**config.mk**
```make
export PLATFORM = sky130hd
export DESIGN_NAME = led_activity_arbiter
export DESIGN_NICKNAME = d
export VERILOG_FILES = /design/src/rtl/led_arb_pkg.sv /design/src/rtl/led_activity_arbiter_rr_pick.sv /design/src/rtl/led_activity_arbiter.sv
export SDC_FILE = /design/constraint.sdc
export NUM_CORES = 1
export LEC_CHECK = 0
export CAP_MARGIN = 20
export CORE_UTILIZATION = 65
export CTS_CLUSTER_DIAMETER = 200
export CTS_CLUSTER_SIZE = 24
export DETAILED_ROUTE_END_ITERATION = 10
export PLACE_DENSITY = 0.85
export RECOVER_POWER = 50
export SYNTH_ARGS = -nofsm -noshare
export SYNTH_HDL_FRONTEND = slang
export SYNTH_SLANG_ARGS = --single-unit
```
**constraint.sdc**
```tcl
create_clock -name clk -period 5.7 [get_ports clk]
set_input_delay 1.14 -clock clk [delete_from_list [all_inputs] [get_ports clk]]
set_output_delay 1.14 -clock clk [all_outputs]
set_load 0.05 [all_outputs]
```
**src/rtl/led_arb_pkg.sv**
```systemverilog
// Shared types and helpers for the LED activity arbiter.
// Build option: LED_ARB_IDX_BLINK_EN (index blink mode, see top module).
package led_arb_pkg;

  localparam int CNT_W = 32;

  typedef enum logic [1:0] {
    ST_IDLE = 2'd0,
    ST_ON   = 2'd1,
    ST_GAP  = 2'd2
  } state_t;

  // Index width for a channel count n (n >= 2).
  function automatic int clog2(input int n);
    int r;
    int v;
    r = 0;
    v = n - 1;
    while (v > 0) begin
      r++;
      v = v >> 1;
    end
    return r;
  endfunction

endpackage

```
**src/rtl/led_activity_arbiter_rr_pick.sv**
```systemverilog
// Combinational round-robin picker: first set request bit searching upward
// from last+1, wrapping N_CH-1 -> 0.
module rr_pick
  import led_arb_pkg::*;
#(
  parameter int N_CH = 4
) (
  input  logic [N_CH-1:0]        req,
  input  logic [clog2(N_CH)-1:0] last,
  output logic                   gnt_valid,
  output logic [clog2(N_CH)-1:0] gnt_idx
);

  localparam int IDX_W = clog2(N_CH);

  int               cand;
  logic [IDX_W-1:0] cand_idx;

  always_comb begin
    gnt_valid = 1'b0;
    gnt_idx   = '0;
    cand      = 0;
    cand_idx  = '0;
    // i = N_CH wraps back to last itself, so it is searched last.
    for (int i = 1; i <= N_CH; i++) begin
      cand     = (int'(last) + i) % N_CH;
      cand_idx = IDX_W'(cand);
      if (!gnt_valid && req[cand_idx]) begin
        gnt_valid = 1'b1;
        gnt_idx   = cand_idx;
      end
    end
  end

endmodule

```
**src/rtl/led_activity_arbiter.sv**
```systemverilog
// Round-robin scheduler sharing one active-low LED between N_CH activity sources.
// Define LED_ARB_IDX_BLINK_EN to blink channel k as k+1 on-windows per service.
module led_activity_arbiter
  import led_arb_pkg::*;
#(
  parameter int N_CH    = 4,
  parameter int ON_CLK  = 10000,
  parameter int GAP_CLK = 5000
) (
  input  logic                   clk,
  input  logic                   reset_n,
  input  logic [N_CH-1:0]        activity,
  output logic                   led_n,
  output logic                   busy,
  output logic [clog2(N_CH)-1:0] owner,
  output logic [N_CH-1:0]        pending
);

  localparam int               IDX_W    = clog2(N_CH);
  localparam logic [CNT_W-1:0] ON_LOAD  = CNT_W'(ON_CLK - 1);
  localparam logic [CNT_W-1:0] GAP_LOAD = CNT_W'(GAP_CLK - 1);

  state_t           state_q, state_d;
  logic [CNT_W-1:0] cnt_q, cnt_d;
  logic [IDX_W-1:0] owner_d;
  logic [IDX_W-1:0] last_q, last_d;
  logic [N_CH-1:0]  pending_d;
  logic [N_CH-1:0]  grant_mask;
  logic             grant;
  logic             gnt_valid;
  logic [IDX_W-1:0] gnt_idx;
  logic             blink_more;

`ifdef LED_ARB_IDX_BLINK_EN
  logic [IDX_W-1:0] blink_q, blink_d;
  assign blink_more = (blink_q != '0);
`else
  assign blink_more = 1'b0;
`endif

  rr_pick #(.N_CH(N_CH)) u_pick (
    .req      (pending),
    .last     (last_q),
    .gnt_valid(gnt_valid),
    .gnt_idx  (gnt_idx)
  );

  always_comb begin
    // NOTE: every always_comb output gets a default first so no path infers a latch.
    state_d    = state_q;
    cnt_d      = cnt_q;
    owner_d    = owner;
    last_d     = last_q;
    grant      = 1'b0;
    grant_mask = '0;
`ifdef LED_ARB_IDX_BLINK_EN
    blink_d    = blink_q;
`endif

    case (state_q)
      ST_IDLE: begin
        if (gnt_valid) grant = 1'b1;
      end
      ST_ON: begin
        if (cnt_q == '0) begin
          state_d = ST_GAP;
          cnt_d   = GAP_LOAD;
        end else begin
          cnt_d = cnt_q - CNT_W'(1);
        end
      end
      ST_GAP: begin
        if (cnt_q != '0) begin
          cnt_d = cnt_q - CNT_W'(1);
        end else if (blink_more) begin
          // Another blink for the same owner takes precedence over new grants.
          state_d = ST_ON;
          cnt_d   = ON_LOAD;
`ifdef LED_ARB_IDX_BLINK_EN
          blink_d = blink_q - IDX_W'(1);
`endif
        end else if (gnt_valid) begin
          grant = 1'b1;
        end else begin
          state_d = ST_IDLE;
        end
      end
      default: state_d = ST_IDLE;
    endcase

    if (grant) begin
      state_d    = ST_ON;
      cnt_d      = ON_LOAD;
      owner_d    = gnt_idx;
      last_d     = gnt_idx;
      grant_mask = N_CH'(1) << gnt_idx;
`ifdef LED_ARB_IDX_BLINK_EN
      blink_d    = gnt_idx;
`endif
    end

    // Fresh activity wins over the grant clear, re-queuing the granted channel.
    pending_d = (pending & ~grant_mask) | activity;
  end

  // NOTE: sequential state uses non-blocking assignments so all registers update together.
  always_ff @(posedge clk or negedge reset_n) begin
    if (!reset_n) begin
      state_q <= ST_IDLE;
      cnt_q   <= '0;
      owner   <= '0;
      last_q  <= IDX_W'(N_CH - 1);
      pending <= '0;
`ifdef LED_ARB_IDX_BLINK_EN
      blink_q <= '0;
`endif
    end else begin
      state_q <= state_d;
      cnt_q   <= cnt_d;
      owner   <= owner_d;
      last_q  <= last_d;
      pending <= pending_d;
`ifdef LED_ARB_IDX_BLINK_EN
      blink_q <= blink_d;
`endif
    end
  end

  // Decoded straight from the state register so reset darkens the LED at once.
  assign led_n = (state_q != ST_ON);
  assign busy  = (state_q != ST_IDLE);

endmodule

```
======== Word-level counts from Yosys, hierarchy flattened ========
Cells that the tools add are included.
storage, ports and cells
  bits of input ports ..................... 6
  output and inout port bits .............. 8
  word-level logic and storage cells ...... 68
  register bits after elaboration ......... 42
cells by class
  add/sub/neg operators ................... 5
  reduce and logical (&&, ||, !) cells .... 13
  equal/unequal tests ..................... 8
  muxes and demuxes ....................... 29
  shift operators ......................... 1
  magnitude comparators ................... 4
  bitwise logic cells ..................... 3
operators by type and width
  kind                   number
  $mux 32                3
  $pmux 32 s2            1
  $logic_not 32->1       1
  $reduce_bool 32->1     1
  $sub 32x1->32 const B  1
  $mux 2                 8
  $lt 2x3->1 const B     4
  $ne 3x3->1 const B     4
  $mux 1                 10
  $bmux 1 s2             4
  $pmux 2 s3             1
  $add 2x1->2 const B    2
  $add 2x2->2 const B    2
  $and 4x4->4            1
  $mux 4                 1
  $not 4->4              1
  $or 4x4->4             1
  $reduce_and 4->1       1
  $shl 1x2->4 const A    1
  $logic_and 1x1->1      3
  $logic_not 1->1        3
  $reduce_bool 3->1      1
  $eq 2x1->1 const B     1
  $eq 2x2->1 const B     1
  6 further kinds        6

======== Longest topological paths before layout ========
Gate-level depths: netlist of the first run.
  word-level depth ........................ 20
  depth in mapped cells ................... 10
  gate-level depth less buffers ........... 7

======== Hierarchy ========
A second synthesis of the first run with hierarchy kept.
unflattened totals
  cell total of the unflattened synthesis .. 318
  area, all modules ....................... 2613.8 um2
modules (own cells, without submodules)
  module                cells an instance  sequential area each (um2)  times used  area each (um2)
  led_activity_arbiter  304                1053.5                      1           2522.4
  rr_pick               14                 0.0                         1           91.3

======== Least setup slack after synthesis of the first run ========
No wires, ideal clock.
  kind .................................... register -> register
  start ................................... register cnt_q[1]
  end ..................................... register cnt_q[28]
  path buffers ............................ 2
  required time ........................... 5623 ps
  path slack .............................. 3052 ps
  arrival time ............................ 2571 ps
  cell stages (with the launch flop) ...... 10
  library setup time ...................... 77 ps
  clock period less this slack ............ 2648 ps
  path through ............................ dfrtp_1 inv_1 ha_1 or3b_1 buf_2 or3_4 or4_1 clkbuf_1 or4_1 a21oi_1
between the ends
  longest elaborated chain between the ends .. 5
  elaborated cells on any way between the ends .. 12
  those cells by class .................... 1 x add/sub; 1 x eq/ne; 6 x mux; 4 x reduce/logical
ends and longest elaborated chain
  element                                                                RTL line                     RTL
  start, declared                                                        led_activity_arbiter.sv:24   logic [CNT_W-1:0] cnt_q, cnt_d;
  start signal, assigned                                                 led_activity_arbiter.sv:119  cnt_q <= cnt_d;
  parallel branches: the longest is 5 deep, another holds $sub 32x1->32  -
Parallel ways; which one is timed is not known. The select of a mux whose other input is x is not followed.
A chain may end at the register's enable or synchronous reset.

======== Worst setup path after layout of the first run ========
  start ................................... register state_q[0]
  end ..................................... output led_n
between the ends
  longest elaborated chain between the ends .. 1
ends and longest elaborated chain
  element                 RTL line                     RTL
  start, declared         led_activity_arbiter.sv:23   state_t state_q, state_d;
  start signal, assigned  led_activity_arbiter.sv:118  state_q <= state_d;
  $ne 2x1->1              led_activity_arbiter.sv:130  assign led_n = (state_q != ST_ON);
  end, declared           led_activity_arbiter.sv:13   output logic led_n,
Every way passes these cells.

==> reports/results.ini, run 1 <==
[status]
outcome=finished, violations left
violations=max-capacitance violations, max-slew violations

[die]
rows=23
die_x_um=67.9
start_util_pct=69.0
core_um2=4090
die_h_um=67.9
die-area_um2=4610
pin_count=14

[power_and_ir_drop]
power.density_nw_per_um2=236
p_leak_nw=1.14
power_mw=0.709
vdd_ir_drop_max_mv=0.198

[finish]
fin_area_um2=3000
n_antenna_cell=0
utilization_pct=73.5
nets=324
syn2layout_area_growth_pct=6.43
drive_gt1_share_pct=10.4
layout.cells.non_filler=367

[place]
gp_congestion=0.978
place_ws_ns=2.35
dpl_cell_area_um2=2910
dp.cells=359
dp_hpwl_um=4820
portBuffers=13

[detailed_routing]
antenna_left=0
drt-total-wl_um=6770
via_per_inst=7.08
route.detailed.drc=0
initialDrtViolationCount=253
via_count=2600
first_pass_iters=5
wl_per_cell_um=18.4

[yosys]
synth_top_area_share_pct=35.5
synthTopCellsByCount=40 x dfrtp_1, 20 x or4_1, 19 x nor2_1, 19 x o31ai_1, 17 x a21oi_1
syn-cell-area_um2=2820
yosysSeqAreaShare_pct=37.4
synth_top_area_cell=dfrtp_1
yosysMostFrequentCell=dfrtp_1
synth_edf_count=0
yosys_warnings=0
ys_async_sr_fraction_pct=100
synth.area.top_cells=dfrtp_1 35%, or4_1 5.3%, o31ai_1 5.1%
syn-num-nets=322
synth_area_per_cell_um2=8.98
syn_inst=314
yosysUniqueCellTypes=62
synthFlopType=dfrtp_1
synth_seq_cells=42

[clocking]
ctsHoldBuffers=0
cts_setup_buffers=0
post_cts_resized=0
clock_sinks=42
insertion_delay_ns=0.29
cts_root_buf=clkbuf_8
h-tree-depth=2
clkTransAtPathRegs_ns=0.08
tritoncts=built
clockBufferDepth=2
cts_buffers=5

[timing]
tightest_slew_ns=2.27
rsz0062_at_grt=false
fmax_ghz=0.290
hold_slack_ns=0.482
fin_worst_skew_ns=0.0107
period_share_pct=60.6
fin_tns_setup_ns=0
max-slew-margin-rel_pct=-51.0
setup_viol=0
min_period_ns=3.45
finalMaxSlewViolations=43
final_hold_viol_count=0
setup_ws_ns=2.25

[grt]
gr-total-overflow=0
met3_usage_pct=4.67
track_usage_pct=32.2
grt_start_max_net_pins=43
grt_use_met1_pct=44.9
grt_antenna_before_repair=0
grt_pass1_wl_um=11000
grt-busiest-layer=met2
grt_use_met2_pct=50.6
grt_pass1_vias=2325

[worst_setup_path]
cp.required_ns=4.56
endpoint_kind=output port
slowest_delay_ns=0.73
critPathKind=register to output port
path_cells=nor2b_1 -> inv_1 -> clkdlybuf4s50_1
cp_slowest_cell=dfrtp_1
start_kind=register
cp.arrival_ns=2.31
crit_path_max_fanout=22

[run]
cap_violations=1

[hold_path]
min_path_type=register to register

[critical path, delay by kind of cell, from the launching register on]
kind                   cells  cell delay [ns]
DFF                        1             0.73
buffers and inverters      2             0.88
and+or+nand+nor            1             0.42
[metal layers]
| metal | wire length (um) | share of wire [%] |
|---|---|---|
| met1 | 2970 | 44 |
| met2 | 3210 | 47 |
| met3 | 449 | 6.6 |
| met4 | 141 | 2.1 |
| met5 | 0 | 0 |
[kinds of logic (layout without fill, tap and decap cells)]
group                    Yosys count  in the layout  synth area share, %
multiplexers                       3              3                 1.06
AND/OR/NAND/NOR                  140            140                 30.7
buffers and inverters             31             34                 5.55
flip-flops                        42             42                 37.4
adder cells (fa/ha/maj)            2              2                0.887
AO/OA/AOI/OAI                     96             96                 24.4
[flip-flops by register name, indices dropped and copies added, names as in the netlist]
name,count
cnt_q,32
pending,4
last_q,2
owner,2
state_q,2
[worst paths after layout]
| path | endpoint | from | cells after the start | slack (ns) |
|---|---|---|---|---|
| worst max-delay path | led_n | state_q[0] | 3 | 2.25 |
| worst min-delay path | owner[1] | owner[1] | 1 | 0.48 |
| worst max register to register | pending[1] | cnt_q[18] | 5 | 2.30 |
| worst min register to register | owner[1] | owner[1] | 1 | 0.48 |
| max in group asynchronous | cnt_q[10] | reset_n | 1 | 2.89 |
| min in group asynchronous | owner[1] | reset_n | 1 | 1.51 |
[cell type report]
type / instances / area (um^2)
clock buffers: 7 / 86.3
clock inverters: 1 / 5.00
fillers: 328 / 1080
inverters: 10 / 37.5
multi-input cells: 241 / 1610
flip-flops and latches: 42 / 1050
well taps: 50 / 62.6
repair buffers: 16 / 146
[where the power goes]
part / internal, mW / switching [mW] / total [mW]
Combinational: 0.0566 / 0.0701 / 0.127
Clock: 0.0978 / 0.0989 / 0.197
Sequential: 0.336 / 0.0500 / 0.386
[cell usage in the layout, fill, tap and decap left out, types with 7 or more instances in the layout]
master	n
or3_1	11
nor2_1	19
o21ai_0	9
or4_1	20
nand2_1	16
clkdlybuf4s50_1	9
a21oi_1	17
nand3_1	12
nor4_1	11
dfrtp_1	40
inv_1	10
o31ai_1	19
nor3_1	11
a21oi_2	7
No activity file was read; power rests on OpenSTA's default activity.
==> run 2, diff against run 1 <==
CORE_UTILIZATION = 55   (was 65)
PLACE_DENSITY = 0.77   (was 0.85)
clock period = 2.76 ns   (was 5.7 ns; I/O delays follow)
==> run 2 against run 1 <==
Effect of this change:
- critical endpoint is now cnt_q[12]
- critical path depth is 4 higher
- highest routed layer unchanged
- via count increased by 6.5%
- the flow still finishes with violations (max-capacitance violations, max-slew violations)
- largest cell class unchanged
- sequential share of layout area decreased by 2.7 points
- first-iteration DRC count increased by 13%
==> reports/results.ini, run 2 (same netlist as run 1, synthesis figures left out) <==
[status]
outcome=finished, violations left
violations=max-capacitance violations, max-slew violations

[die]
die_x_um=73.6  ; +8.4%
pin_count=14  ; unchanged
rows=25  ; +8.7%
start_util_pct=58.5  ; -10 points
die-area_um2=5420  ; +18%
core_um2=4820  ; +18%
die_h_um=73.6  ; +8.4%

[clocking]
cts_buffers=5  ; unchanged
tritoncts=built
insertion_delay_ns=0.29  ; about the same
h-tree-depth=2  ; unchanged
clockBufferDepth=2  ; unchanged
cts_root_buf=clkbuf_8
clock_sinks=42  ; unchanged
clkTransAtPathRegs_ns=0.09  ; about the same
ctsHoldBuffers=0  ; unchanged

[place]
dp_hpwl_um=5290  ; +9.9%
dpl_cell_area_um2=3120  ; +7.2%
portBuffers=13  ; unchanged
gp_congestion=0.994  ; +1.7%
dp.cells=401  ; +12%
place_ws_ns=0.122  ; -2.23 ns

[power_and_ir_drop]
power.density_nw_per_um2=474  ; +100%
vdd_ir_drop_max_mv=0.345  ; +74%
power.internal_mw=1.03  ; +110%
p_leak_nw=1.29  ; +13%
clkPwrFrac_pct=26.1  ; -1.6 points
p_switching_mw=0.504  ; +130%
p_seq_share_pct=50.3  ; -4.1 points
switching_share_pct=32.7  ; +1.9 points
power_mw=1.54  ; +120%
p_comb_share_pct=23.6  ; +5.7 points

[worst_setup_path]
timing.critical_path.from=cnt_q[0]
critPathKind=register to register
crit_path_max_fanout=8  ; -64%
rr_endpoint=cnt_q[12]
rrSetupSlack_ns=0.06  ; -2.24 ns
ff2ff_path_depth=7  ; +2
cp.arrival_ns=2.93  ; +0.62 ns
start_kind=register
critPathCapture=cnt_q[12]
cp.required_ns=2.99  ; -1.57 ns
reg2reg_from=cnt_q[0]
endpoint_kind=register

[timing]
period_share_pct=97.7
fmax_ghz=0.371
finalMaxSlewViolations=43  ; unchanged
fin_tns_setup_ns=0  ; unchanged
hold_slack_ns=0.493  ; +0.0111 ns
setup_ws_ns=0.0643  ; -2.18 ns
fin_worst_skew_ns=0.00849  ; -0.00223 ns
final_hold_viol_count=0  ; unchanged
min_period_ns=2.70
tightest_slew_ns=2.35  ; +0.0817 ns
max-slew-margin-rel_pct=-56.5  ; -5.4 points
setup_viol=0  ; unchanged

[detailed_routing]
drt-total-wl_um=7580  ; +12%
initialDrtViolationCount=287  ; +13%
route.detailed.drc=0  ; unchanged
via_count=2769  ; +6.5%
first_pass_iters=5  ; unchanged
antenna_left=0  ; unchanged
wl_per_cell_um=18.4  ; -0.46%
via_per_inst=6.70  ; -5.4%

[grt]
grt_antenna_before_repair=0  ; unchanged
track_usage_pct=30.2  ; -2.0 points
grt_pass1_wl_um=12300  ; +12%
grt_start_max_net_pins=43  ; unchanged
gr-total-overflow=0  ; unchanged
grt_pass1_vias=2572  ; +11%

[finish]
fin_area_um2=3250  ; +8.2%
max_flop_register=cnt_q
final_common_cell=dfrtp_1
n_fill_cell=405  ; +23%
final_cell_mix=40 x dfrtp_1, 32 x buf_4, 19 x nor2_1, 19 x or4_1, 19 x o31ai_1
layout.cells.non_filler=413  ; +13%
nets=353  ; +9.0%
multi_input_area_um2=1620  ; +0.70%
syn2layout_area_growth_pct=15.1
largest_reg_flops=32  ; unchanged
utilization_pct=67.4  ; -6.1 points
n_antenna_cell=0  ; unchanged
drive_gt1_share_pct=18.8  ; +8.4 points
regArea_um2=1050  ; unchanged
largestRegisters=cnt_q x32, pending x4

[hold_path]
min_path_type=register to register

[run]
cap_violations=1  ; unchanged

## run 2: cell types whose count changed in the layout (fill, tap and decap cells not counted), sizes merged
cell / delta
clkinv: +1
clkbuf: -1
buf: +29
clkdlybuf4s50: +1
dlygate4sd3: -1
## run 2: layer usage
| layer | global-route usage, % | share of wire [%] | vias up |
|---|---|---|---|
| met1 | 39.4 | 44 | 1333 |
| met2 | 48.7 | 47 | 110 |
| li1 | - | - | 1301 |
| met3 | 6.58 | 6.1 | 25 |
| met5 | 0 | 0 | - |
| met4 | 12.0 | 2.6 | 0 |
## run 2: worst min path at each step
stage	startpoint	to	slack [ns]	cells past startpoint
after CTS	reset_n	state_q[0]	0.43	1
after detailed placement	owner[1]	owner[1]	0.47	1
after global placement	owner[1]	owner[1]	0.46	1
final	owner[1]	owner[1]	0.49	1
after floorplan	reset_n	cnt_q[0]	0.26	0
after global routing	owner[1]	owner[1]	0.50	1
## run 2: what timing repair did
action | in CTS | in global routing
resized for setup | 0 | 3
setup endpoints to repair | 0 | 20
buffers inserted | 0 | 4
## run 2: final cells by class
type	count	share of cell area, %
multi-input cells	241	49.9
flip-flops and latches	42	32.4
repair buffers	45	11.2
well taps	67	2.58
clock buffers	6	2.24
inverters	10	1.16
clock inverters	2	0.424
## run 2: critical path, cell delays in order, from the launching register on
cell,delay (ns)
dfrtp_1,0.41
inv_1,0.10
ha_1,0.14
or4b_1,0.50
or4_4,0.59
or4_4,0.58
nand2_2,0.12
o221a_1,0.19
## run 2: power groups by stage
| stage | Sequential [mW] | Clock, mW | Combinational, mW |
|---|---|---|---|
| 2_1_floorplan | 0.784 | 0 | 0.213 |
| 3_3_place_gp | 0.781 | 0 | 0.343 |
| 3_5_place_dp | 0.783 | 0 | 0.354 |
| 4_1_cts | 0.772 | 0.413 | 0.358 |
| 5_1_grt | 0.785 | 0.433 | 0.398 |
| 6_report | 0.774 | 0.401 | 0.364 |
